===== src/rtl/led_dimmer_pkg.sv =====
// Shared types and register map for the LED PWM dimmer.
package led_dimmer_pkg;

  typedef enum logic [1:0] {
    OFF  = 2'd0,
    RISE = 2'd1,
    ON   = 2'd2,
    FALL = 2'd3
  } fade_state_t;

  localparam logic [4:0] ADDR_DUTY0    = 5'd0;
  localparam logic [4:0] ADDR_PRESCALE = 5'd4;
  localparam logic [4:0] ADDR_STEP     = 5'd5;
  localparam logic [4:0] ADDR_LEVEL    = 5'd6;

endpackage


===== src/rtl/led_fade_channel.sv =====
// One dimmer channel: fade FSM and brightness level, advanced once per PWM period.
module led_fade_channel
  import led_dimmer_pkg::*;
#(
  parameter int unsigned RES = 8
) (
  input  logic           clk,
  input  logic           reset,
  input  logic           boundary,
  input  logic           blink,
  input  logic [RES-1:0] duty,
  input  logic [RES-1:0] step,
  output logic [RES-1:0] level
);

  fade_state_t    state_q, state_d;
  logic [RES-1:0] level_q, level_d;
  logic [RES:0]   sum, diff;
  logic [RES-1:0] up_level, down_level;
  fade_state_t    up_state, down_state;

  // One extra bit so the step never wraps; results saturate to duty or zero.
  always_comb begin
    sum  = {1'b0, level_q} + {1'b0, step};
    diff = {1'b0, level_q} - {1'b0, step};
    up_level   = (step == '0 || sum > {1'b0, duty}) ? duty : sum[RES-1:0];
    down_level = (step == '0 || diff[RES]) ? '0 : diff[RES-1:0];
    up_state   = (up_level == duty) ? ON : RISE;
    down_state = (down_level == '0) ? OFF : FALL;
  end

  always_comb begin
    state_d = state_q;
    level_d = level_q;
    if (boundary) begin
      unique case (state_q)
        OFF: begin
          if (blink) begin
            level_d = up_level;
            state_d = up_state;
          end
        end
        RISE, FALL: begin
          if (blink) begin
            level_d = up_level;
            state_d = up_state;
          end else begin
            level_d = down_level;
            state_d = down_state;
          end
        end
        ON: begin
          if (blink) begin
            level_d = duty;
          end else begin
            level_d = down_level;
            state_d = down_state;
          end
        end
      endcase
    end
  end

  always_ff @(posedge clk) begin
    if (reset) begin
      state_q <= OFF;
      level_q <= '0;
    end else begin
      state_q <= state_d;
      level_q <= level_d;
    end
  end

  assign level = level_q;

endmodule


===== src/rtl/led_pwm_dimmer.sv =====
// Bus-programmable PWM dimmer that fades each LED channel in and out on blink requests.
module led_pwm_dimmer
  import led_dimmer_pkg::*;
#(
  parameter int unsigned W   = 4,
  parameter int unsigned RES = 8
) (
  input  logic          clk,
  input  logic          reset,
  input  logic          cs,
  input  logic          read,
  input  logic          write,
  input  logic [4:0]    addr,
  input  logic [31:0]   wr_data,
  output logic [31:0]   rd_data,
  input  logic [W-1:0]  blink_in,
  output logic [W-1:0]  led
);

  logic [RES-1:0]   duty_q [W];
  logic [15:0]      prescale_q, pre_cnt_q, pre_cnt_d;
  logic [RES-1:0]   step_q;
  logic [RES-1:0]   cnt_q, cnt_d;
  logic [W-1:0]     led_q;
  logic [W*RES-1:0] level_flat;
  logic [31:0]      level_word;
  logic             wr_en, tick, boundary;
  logic             unused_bus;

  // rd_data is purely address-decoded, so the read strobe carries no information.
  assign unused_bus = ^{read, wr_data[31:16]};

  assign wr_en    = cs && write;
  assign tick     = (pre_cnt_q == prescale_q);
  assign boundary = tick && (cnt_q == '1);

  always_comb begin
    pre_cnt_d = tick ? '0 : pre_cnt_q + 16'd1;
    if (wr_en && addr == ADDR_PRESCALE) pre_cnt_d = '0;
    cnt_d = tick ? cnt_q + RES'(1) : cnt_q;
  end

  always_ff @(posedge clk) begin
    if (reset) begin
      prescale_q <= '0;
      pre_cnt_q  <= '0;
      step_q     <= '0;
      cnt_q      <= '0;
      led_q      <= '0;
      for (int i = 0; i < W; i++) duty_q[i] <= '0;
    end else begin
      pre_cnt_q <= pre_cnt_d;
      cnt_q     <= cnt_d;
      if (wr_en) begin
        if (addr == ADDR_PRESCALE) prescale_q <= wr_data[15:0];
        if (addr == ADDR_STEP)     step_q     <= wr_data[RES-1:0];
        for (int i = 0; i < W; i++) begin
          if (addr == ADDR_DUTY0 + 5'(i)) duty_q[i] <= wr_data[RES-1:0];
        end
      end
      for (int i = 0; i < W; i++) led_q[i] <= (cnt_q < level_flat[i*RES +: RES]);
    end
  end

  for (genvar i = 0; i < W; i++) begin : g_ch
    led_fade_channel #(
      .RES(RES)
    ) u_ch (
      .clk     (clk),
      .reset   (reset),
      .boundary(boundary),
      .blink   (blink_in[i]),
      .duty    (duty_q[i]),
      .step    (step_q),
      .level   (level_flat[i*RES +: RES])
    );
  end

  if (W * RES >= 32) begin : g_lw_trunc
    assign level_word = level_flat[31:0];
  end else begin : g_lw_ext
    assign level_word = {{(32 - W * RES){1'b0}}, level_flat};
  end

  always_comb begin
    rd_data = '0;
    for (int i = 0; i < W; i++) begin
      if (addr == ADDR_DUTY0 + 5'(i)) rd_data = 32'(duty_q[i]);
    end
    if (addr == ADDR_PRESCALE) rd_data = 32'(prescale_q);
    if (addr == ADDR_STEP)     rd_data = 32'(step_q);
    if (addr == ADDR_LEVEL)    rd_data = level_word;
  end

  assign led = led_q;

endmodule


===== config.mk =====
export PLATFORM = sky130hd
export DESIGN_NAME = led_pwm_dimmer
export DESIGN_NICKNAME = d
export VERILOG_FILES = /design/src/rtl/led_dimmer_pkg.sv /design/src/rtl/led_fade_channel.sv /design/src/rtl/led_pwm_dimmer.sv
export SDC_FILE = /design/constraint.sdc
export NUM_CORES = 1
export LEC_CHECK = 0
export ABC_AREA = 1
export CORE_ASPECT_RATIO = 1.25
export CORE_UTILIZATION = 35
export DETAILED_ROUTE_END_ITERATION = 10
export GPL_TIMING_DRIVEN = 0
export HOLD_SLACK_MARGIN = 0.05
export PLACE_DENSITY = 0.54
export SETUP_SLACK_MARGIN = 0.1
export SLEW_MARGIN = 20
export SYNTH_ARGS = -nofsm -noshare
export SYNTH_HDL_FRONTEND = slang
export SYNTH_SLANG_ARGS = --single-unit

===== constraint.sdc =====
create_clock -name clk -period 4.3 [get_ports clk]
set_input_delay 0.86 -clock clk [delete_from_list [all_inputs] [get_ports clk]]
set_output_delay 0.86 -clock clk [all_outputs]
set_load 0.1 [all_outputs]

==> flow_summary_export.csv, run 1 <==
group,metric,value,unit
clock_network,cts.clk_slew.worst_paths,60,ps
logic_synthesis,syn_inst,1770,
detailed_routing,drtAntennaViolNets,0,
cells_and_area,finalNetCount,2050,
die,start_util,35.5,%
clock_network,clock_latency,440,ps
clock_network,clock_sinks,124,
logic_synthesis,syn-num-nets,1950,
timing,fmax,0.244,GHz
timing,min_period,4100,ps
logic_synthesis,avgSynthCellArea,6.72,um^2
power_and_ir_drop,peakVddDrop,190,uV
timing,worst_pin_slew,1110,ps
grt,grt_max_degree,17,
die,num_rows,75,
logic_synthesis,synth_ff_type,"dfxtp_1",
detailed_routing,viasPerCell,5.36,
detailed_routing,dr.pass1.iters,5,
grt,groute.usage.overall,25.2,%
critical_path,cp.arrival,3240,ps
power_and_ir_drop,pwr_density_cell,250,mW/mm^2
power_and_ir_drop,power,3.49,mW
cells_and_area,drive_above_1_share,10.5,%
detailed_routing,drc,0,
die,fp.dieW,167,um
clock_network,cts-htree-levels,4,
detailed_routing,drt-wirelength-per-cell,18.9,um
die,io-pin-count,82,
logic_synthesis,synth_edf_count,32,
die,coreArea,0.0335,mm^2
logic_synthesis,synth_fa_ha_area_share,14.6,%
logic_synthesis,syn_area,0.0119,mm^2
timing,hold_viol_final,0,
timing,rsz0062_at_grt,"true",
logic_synthesis,yosys_warnings,0,
timing,timing.slew.headroom,23.8,%
timing,final-setup-viol-count,0,
critical_path,crit_required,3440,ps
detailed_routing,first_iter_violations,1091,
detailed_routing,wl,43600,um
logic_synthesis,yosysUniqueCellTypes,61,
logic_synthesis,synth.mux.area_fraction,0,%
grt,grt_pass1_vias,11500,
logic_synthesis,yosysSeqAreaShare,23.6,%
clock_network,clock_path_buffers,2,
logic_synthesis,synthSimpleGateAreaFrac,28.5,%
critical_path,critPathCaptureType,"output pin",
detailed_routing,via_count,12400,
placed_design,gp_congestion,0.929,
critical_path,startpoint_type,"input pin",
timing,whs,483,ps
grt,grt_first_pass_wirelength,66300,um
die,die_y,208,um
clock_network,cts_hold_buf,0,
timing,fin_skew,10.7,ps
hold_path,hold_class,"reg2reg",
logic_synthesis,synth_compound_area_share,17.9,%
cells_and_area,area_growth,17.3,%
cells_and_area,nFillCells,3546,
grt,gr-total-overflow,0,
clock_network,cts_root_buf,"clkbuf_16",
critical_path,crit_path_max_fanout,10,
timing,slew_violations,0,
timing,timing.final.crit_share,95.4,%
die,die_area,0.0347,mm^2
placed_design,portBuffers,64,
status,status,"complete, no violations",
placed_design,hpwl,33900,um
power_and_ir_drop,leakagePower,6.73,nW
logic_synthesis,async_flop_share,0,%
flow_run,drv_cap,0,
clock_network,cts_buffers,17,
clock_network,cts_tree,"built",
cells_and_area,diodes,0,
logic_synthesis,synth_seq_cells,124,
logic_synthesis,synth_top_family_by_area,"simple AND/OR/NAND/NOR gates",
logic_synthesis,synthXorXnorAreaFrac,3.54,%
critical_path,crit_type,"in2out",
grt,antenna_found_initial,0,
==> power by group <==
part / switching [mW] / leakage [nW] / total, mW / internal, mW
logic: 0.404 / 5.36 / 0.593 / 0.189
clock network: 0.630 / 0.321 / 1.62 / 0.989
registers: 0.0481 / 1.05 / 1.28 / 1.23
==> worst max-delay path: stages <==
cell	delay, ps
clkdlybuf4s50_1	420
nor2_1	230
nand2_1	150
nor2_4	240
inv_1	240
clkbuf_1	390
o21ai_1	320
clkbuf_4	380
==> cells in the mapped netlist (6+ instances only) <==
library cell	number	area share, %
nand2_1	348	11
inv_1	274	8.7
nor2_1	175	5.5
ha_1	126	13
a21oi_1	113	4.8
nand3_1	112	4.7
o21ai_0	111	4.7
dfxtp_1	92	15
nand4_1	52	2.7
xor2_1	34	2.5
edfxtp_1	32	8.1
clkbuf_1	28	0.88
nor3_1	23	0.97
o211ai_1	20	1.3
inv_2	16	0.51
a31oi_1	15	0.79
a221oi_1	14	1.0
xnor2_1	14	1.0
buf_2	13	0.55
o22ai_1	11	0.58
a2111oi_0	9	0.66
fa_1	8	1.3
nor3b_1	8	0.51
o21ai_1	8	0.34
o221ai_1	8	0.59
buf_6	7	0.66
a32o_1	6	0.51
nand2_2	6	0.32
nor2_2	6	0.32
==> cells by family (layout without fill, tap and decap cells) <==
logic type	after synthesis	after routing
simple gates	758	758
compound gates	356	356
buf+inv	350	463
fa+ha+maj	134	134
flops	124	124
xor+xnor	48	48
==> what timing repair did <==
item                                    in CTS  in global routing
resized for setup                          129                 63
endpoints found under the setup margin      72                 62
cloned                                       0                  0
setup buffers                                8                  9
pin swaps                                    0                  1
==> layout make-up <==
cell class	instances	area, um^2	area share, %
tap	423	529	3.80
inverter	297	1140	8.19
sequential	124	2830	20.3
multi-input combinational	1296	7790	55.9
clock buffer	24	567	4.06
buffer	53	289	2.07
timing repair buffer	81	709	5.09
clock inverter	8	85.1	0.610
==> layout by cell type, fill, tap and decap left out, types with 13 or more instances in the layout <==
cell type	instances
inv_1	270
buf_4	21
xnor2_1	14
nor3_1	23
clkbuf_16	21
o21ai_1	13
a221oi_1	14
dfxtp_1	84
xor2_1	23
nand4_1	52
edfxtp_1	32
a21oi_1	112
nand2_1	347
nor2_1	171
inv_2	16
buf_2	25
o21ai_0	105
a31oi_1	15
clkdlybuf4s50_1	32
ha_1	126
o211ai_1	20
nand3_1	110
clkbuf_1	25
clkdlybuf4s15_2	13
==> sequential cells by signal, indices dropped and copies added, names as in the netlist <==
register           cells
step_q                 8
duty_q                32
led                    4
g_ch.u_ch.level       32
g_ch.u_ch.state_q      8
cnt_q                  8
prescale_q            16
pre_cnt_q             16
==> final timing paths <==
| path | start | endpoint | slack (ps) | cells past startpoint |
|---|---|---|---|---|
| max | addr[4] | rd_data[15] | 200 | 8 |
| min | pre_cnt_q[0] | pre_cnt_q[0] | 480 | 1 |
| max reg2reg | step_q[6] | g_ch[2].u_ch.state_q[0] | 380 | 28 |
| min reg2reg | pre_cnt_q[0] | pre_cnt_q[0] | 480 | 1 |
==> metal layers <==
| layer | global-route usage (%) | wire (um) |
|---|---|---|
| met5 | 0 | 0 |
| met4 | 11.2 | 1610 |
| met3 | 3.56 | 3050 |
| met2 | 42.6 | 20500 |
| met1 | 31.8 | 18400 |
==> through the flow <==
stage | util (%) | TNS, ps | cells | setup slack, ps | area, um^2
finish | 41.6 | 0 | 2306 | 196 | 13900
global placement | 39.0 | -30220 | 2257 | -787 | 13100
floorplan | - | -811 | 1770 | -203 | 11900
CTS | 41.2 | 0 | 2297 | 103 | 13800
detailed placement | 39.0 | -33400 | 2257 | -833 | 13100
global route | 41.6 | 0 | 2306 | 54.9 | 13900
(Power assumes the default switching activity.)
==> run 2, diff against run 1 <==
--- a/config.mk
+++ b/config.mk
@@ -11,7 +11,7 @@
 export DETAILED_ROUTE_END_ITERATION = 10
 export GPL_TIMING_DRIVEN = 0
 export HOLD_SLACK_MARGIN = 0.05
-export PLACE_DENSITY = 0.54
+export PLACE_DENSITY = 0.57
 export SETUP_SLACK_MARGIN = 0.1
 export SLEW_MARGIN = 20
 export SYNTH_ARGS = -nofsm -noshare
==> run 2 against run 1 <==
Combinational power barely moved. Clock skew up 1.5 ps. Sequential power barely moved. Die area unchanged. Sequential share of layout area up 0.19 points. Critical path depth unchanged. First-iteration DRC count is 8.1% higher. Clock-buffer cell count did not move. Sequential cell count unchanged.
==> flow_summary_export.csv, run 2 (same netlist as run 1, synthesis figures left out) <==
group,metric,value,unit
timing,hold_viol_final,0,
clock_network,clock_sinks,124,
critical_path,startpoint_type,"input pin",
cells_and_area,final-seq-area,0.00283,mm^2
detailed_routing,drt-wirelength-per-cell,18.6,um
placed_design,portBuffers,64,
die,coreArea,0.0335,mm^2
timing,worst_pin_slew,1080,ps
cells_and_area,layout_commonest_cell,"nand2_1",
timing,timing.final.crit_share,97.2,%
die,start_util,35.5,%
grt,grt_max_degree,17,
detailed_routing,first_iter_violations,1179,
timing,timing.slew.headroom,28.3,%
detailed_routing,wl,43000,um
power_and_ir_drop,pwr_density_cell,236,mW/mm^2
placed_design,gp_congestion,0.930,
hold_path,min_to,"pre_cnt_q[0]",
detailed_routing,dr.pass1.iters,8,
timing,fin_skew,12.2,ps
placed_design,place_area,0.0131,mm^2
flow_run,drv_cap,0,
power_and_ir_drop,power_frac_seq,39.1,%
power_and_ir_drop,comb_power_share,18.2,%
critical_path,crit_type,"in2out",
power_and_ir_drop,peakVddDrop,178,uV
critical_path,r2r_cells,29,
hold_path,holdPathStages,1,
power_and_ir_drop,clkPwrFrac,42.6,%
die,die_y,208,um
placed_design,place_inst,2257,
grt,gr-total-overflow,0,
cells_and_area,finalNetCount,2051,
die,io-pin-count,82,
clock_network,cts_hold_buf,0,
die,die_area,0.0347,mm^2
cells_and_area,final_area,0.0138,mm^2
timing,min_period,4180,ps
grt,antenna_found_initial,0,
power_and_ir_drop,power.internal,2.24,mW
cells_and_area,final_cells,2307,
critical_path,critPathCaptureType,"output pin",
timing,rsz0062_at_grt,"true",
clock_network,clock_path_buffers,2,
detailed_routing,drtAntennaViolNets,0,
placed_design,hpwl,33400,um
power_and_ir_drop,switching_share,31.4,%
timing,slew_violations,0,
hold_path,hp-start,"pre_cnt_q[0]",
die,fp.dieW,167,um
cells_and_area,layout.cells.most_common_list,"nand2_1, inv_1, nor2_1",
placed_design,dp_slack,-835,ps
critical_path,crit_required,3440,ps
timing,fmax,0.239,GHz
critical_path,ff2ff_setup_slack,360,ps
status,status,"complete, no violations",
clock_network,clock_latency,440,ps
critical_path,crit_path_max_fanout,9,
power_and_ir_drop,switchingPower,1.03,mW
clock_network,cts.clk_slew.worst_paths,50,ps
timing,final-setup-viol-count,0,
clock_network,cts_buffers,17,
clock_network,cts_tree,"built",
clock_network,cts-htree-levels,4,
detailed_routing,via_count,12400,
hold_path,hold_class,"reg2reg",
cells_and_area,drive_above_1_share,10.1,%
cells_and_area,area_growth,16.3,%
critical_path,r2r_start,"step_q[6]",
grt,grt_pass1_vias,11600,
cells_and_area,nFillCells,3554,
grt,grt_first_pass_wirelength,65700,um
power_and_ir_drop,leakagePower,6.69,nW
cells_and_area,post-route-util,41.2,%
clock_network,cts_root_buf,"clkbuf_16",
cells_and_area,multi_input_area,0.00777,mm^2
cells_and_area,diodes,0,
power_and_ir_drop,power,3.27,mW
grt,groute.usage.overall,24.9,%
critical_path,reg2reg_to,"g_ch[2].u_ch.state_q[0]",
critical_path,cp.arrival,3320,ps
detailed_routing,viasPerCell,5.39,
die,num_rows,75,
detailed_routing,drc,0,
timing,layout_setup_ws,122,ps
run 2: stage by stage:
step | setup TNS (ps) | hold slack, ps
after floorplan | -811 | 441
after global routing | 0 | 520
after CTS | 0 | 487
final | 0 | 478
after global placement | -30030 | 468
after detailed placement | -31670 | 475
run 2: worst max-delay path by stage:
stage	startpoint	end	slack [ps]	depth (start not counted)
6_report	addr[1]	rd_data[7]	120	8
5_1_grt	step_q[2]	g_ch[1].u_ch.state_q[0]	40	30
4_1_cts	addr[1]	rd_data[7]	100	8
3_5_place_dp	addr[4]	rd_data[15]	-840	8
3_3_place_gp	addr[4]	rd_data[15]	-830	8
2_1_floorplan	addr[4]	rd_data[10]	-200	5
run 2: repair_timing:
action / 4_1_cts / 5_1_grt
hold endpoints to repair: 0 / 0
pin swaps: 0 / 2
buffers inserted: 7 / 11
setup endpoints to repair: 72 / 57
gates resized for setup: 133 / 55
run 2: power groups by stage:
| stage | logic [mW] | registers (mW) | clock network [mW] |
|---|---|---|---|
| after floorplan | 0.338 | 1.35 | 0 |
| after global placement | 0.575 | 1.31 | 0 |
| after detailed placement | 0.580 | 1.31 | 0 |
| after CTS | 0.583 | 1.28 | 1.41 |
| after global routing | 0.650 | 1.28 | 1.46 |
| final | 0.595 | 1.28 | 1.39 |
run 2: layout make-up:
type / instances / area share (%)
clock inverters: 8 / 0.489
inverters: 297 / 8.27
multi-input cells: 1296 / 56.2
plain buffers: 53 / 2.10
well taps: 423 / 3.83
flip-flops and latches: 124 / 20.5
repair buffers: 82 / 5.21
clock buffers: 24 / 3.41
run 2: critical path, cell delays in order:
cell	delay, ps
clkdlybuf4s50_1	540
inv_1	70
nor3_1	510
clkinv_1	370
nor2_1	270
a2111oi_0	100
o2111ai_1	180
clkbuf_4	420
run 2: per-layer routing:
metal | global-route usage, % | vias to the layer above | routed length (um)
li1 | - | 6109 | -
met1 | 31.8 | 5745 | 18100
met2 | 41.5 | 490 | 20100
met3 | 3.56 | 85 | 3010
met4 | 11.0 | 0 | 1750
met5 | 0 | - | 0
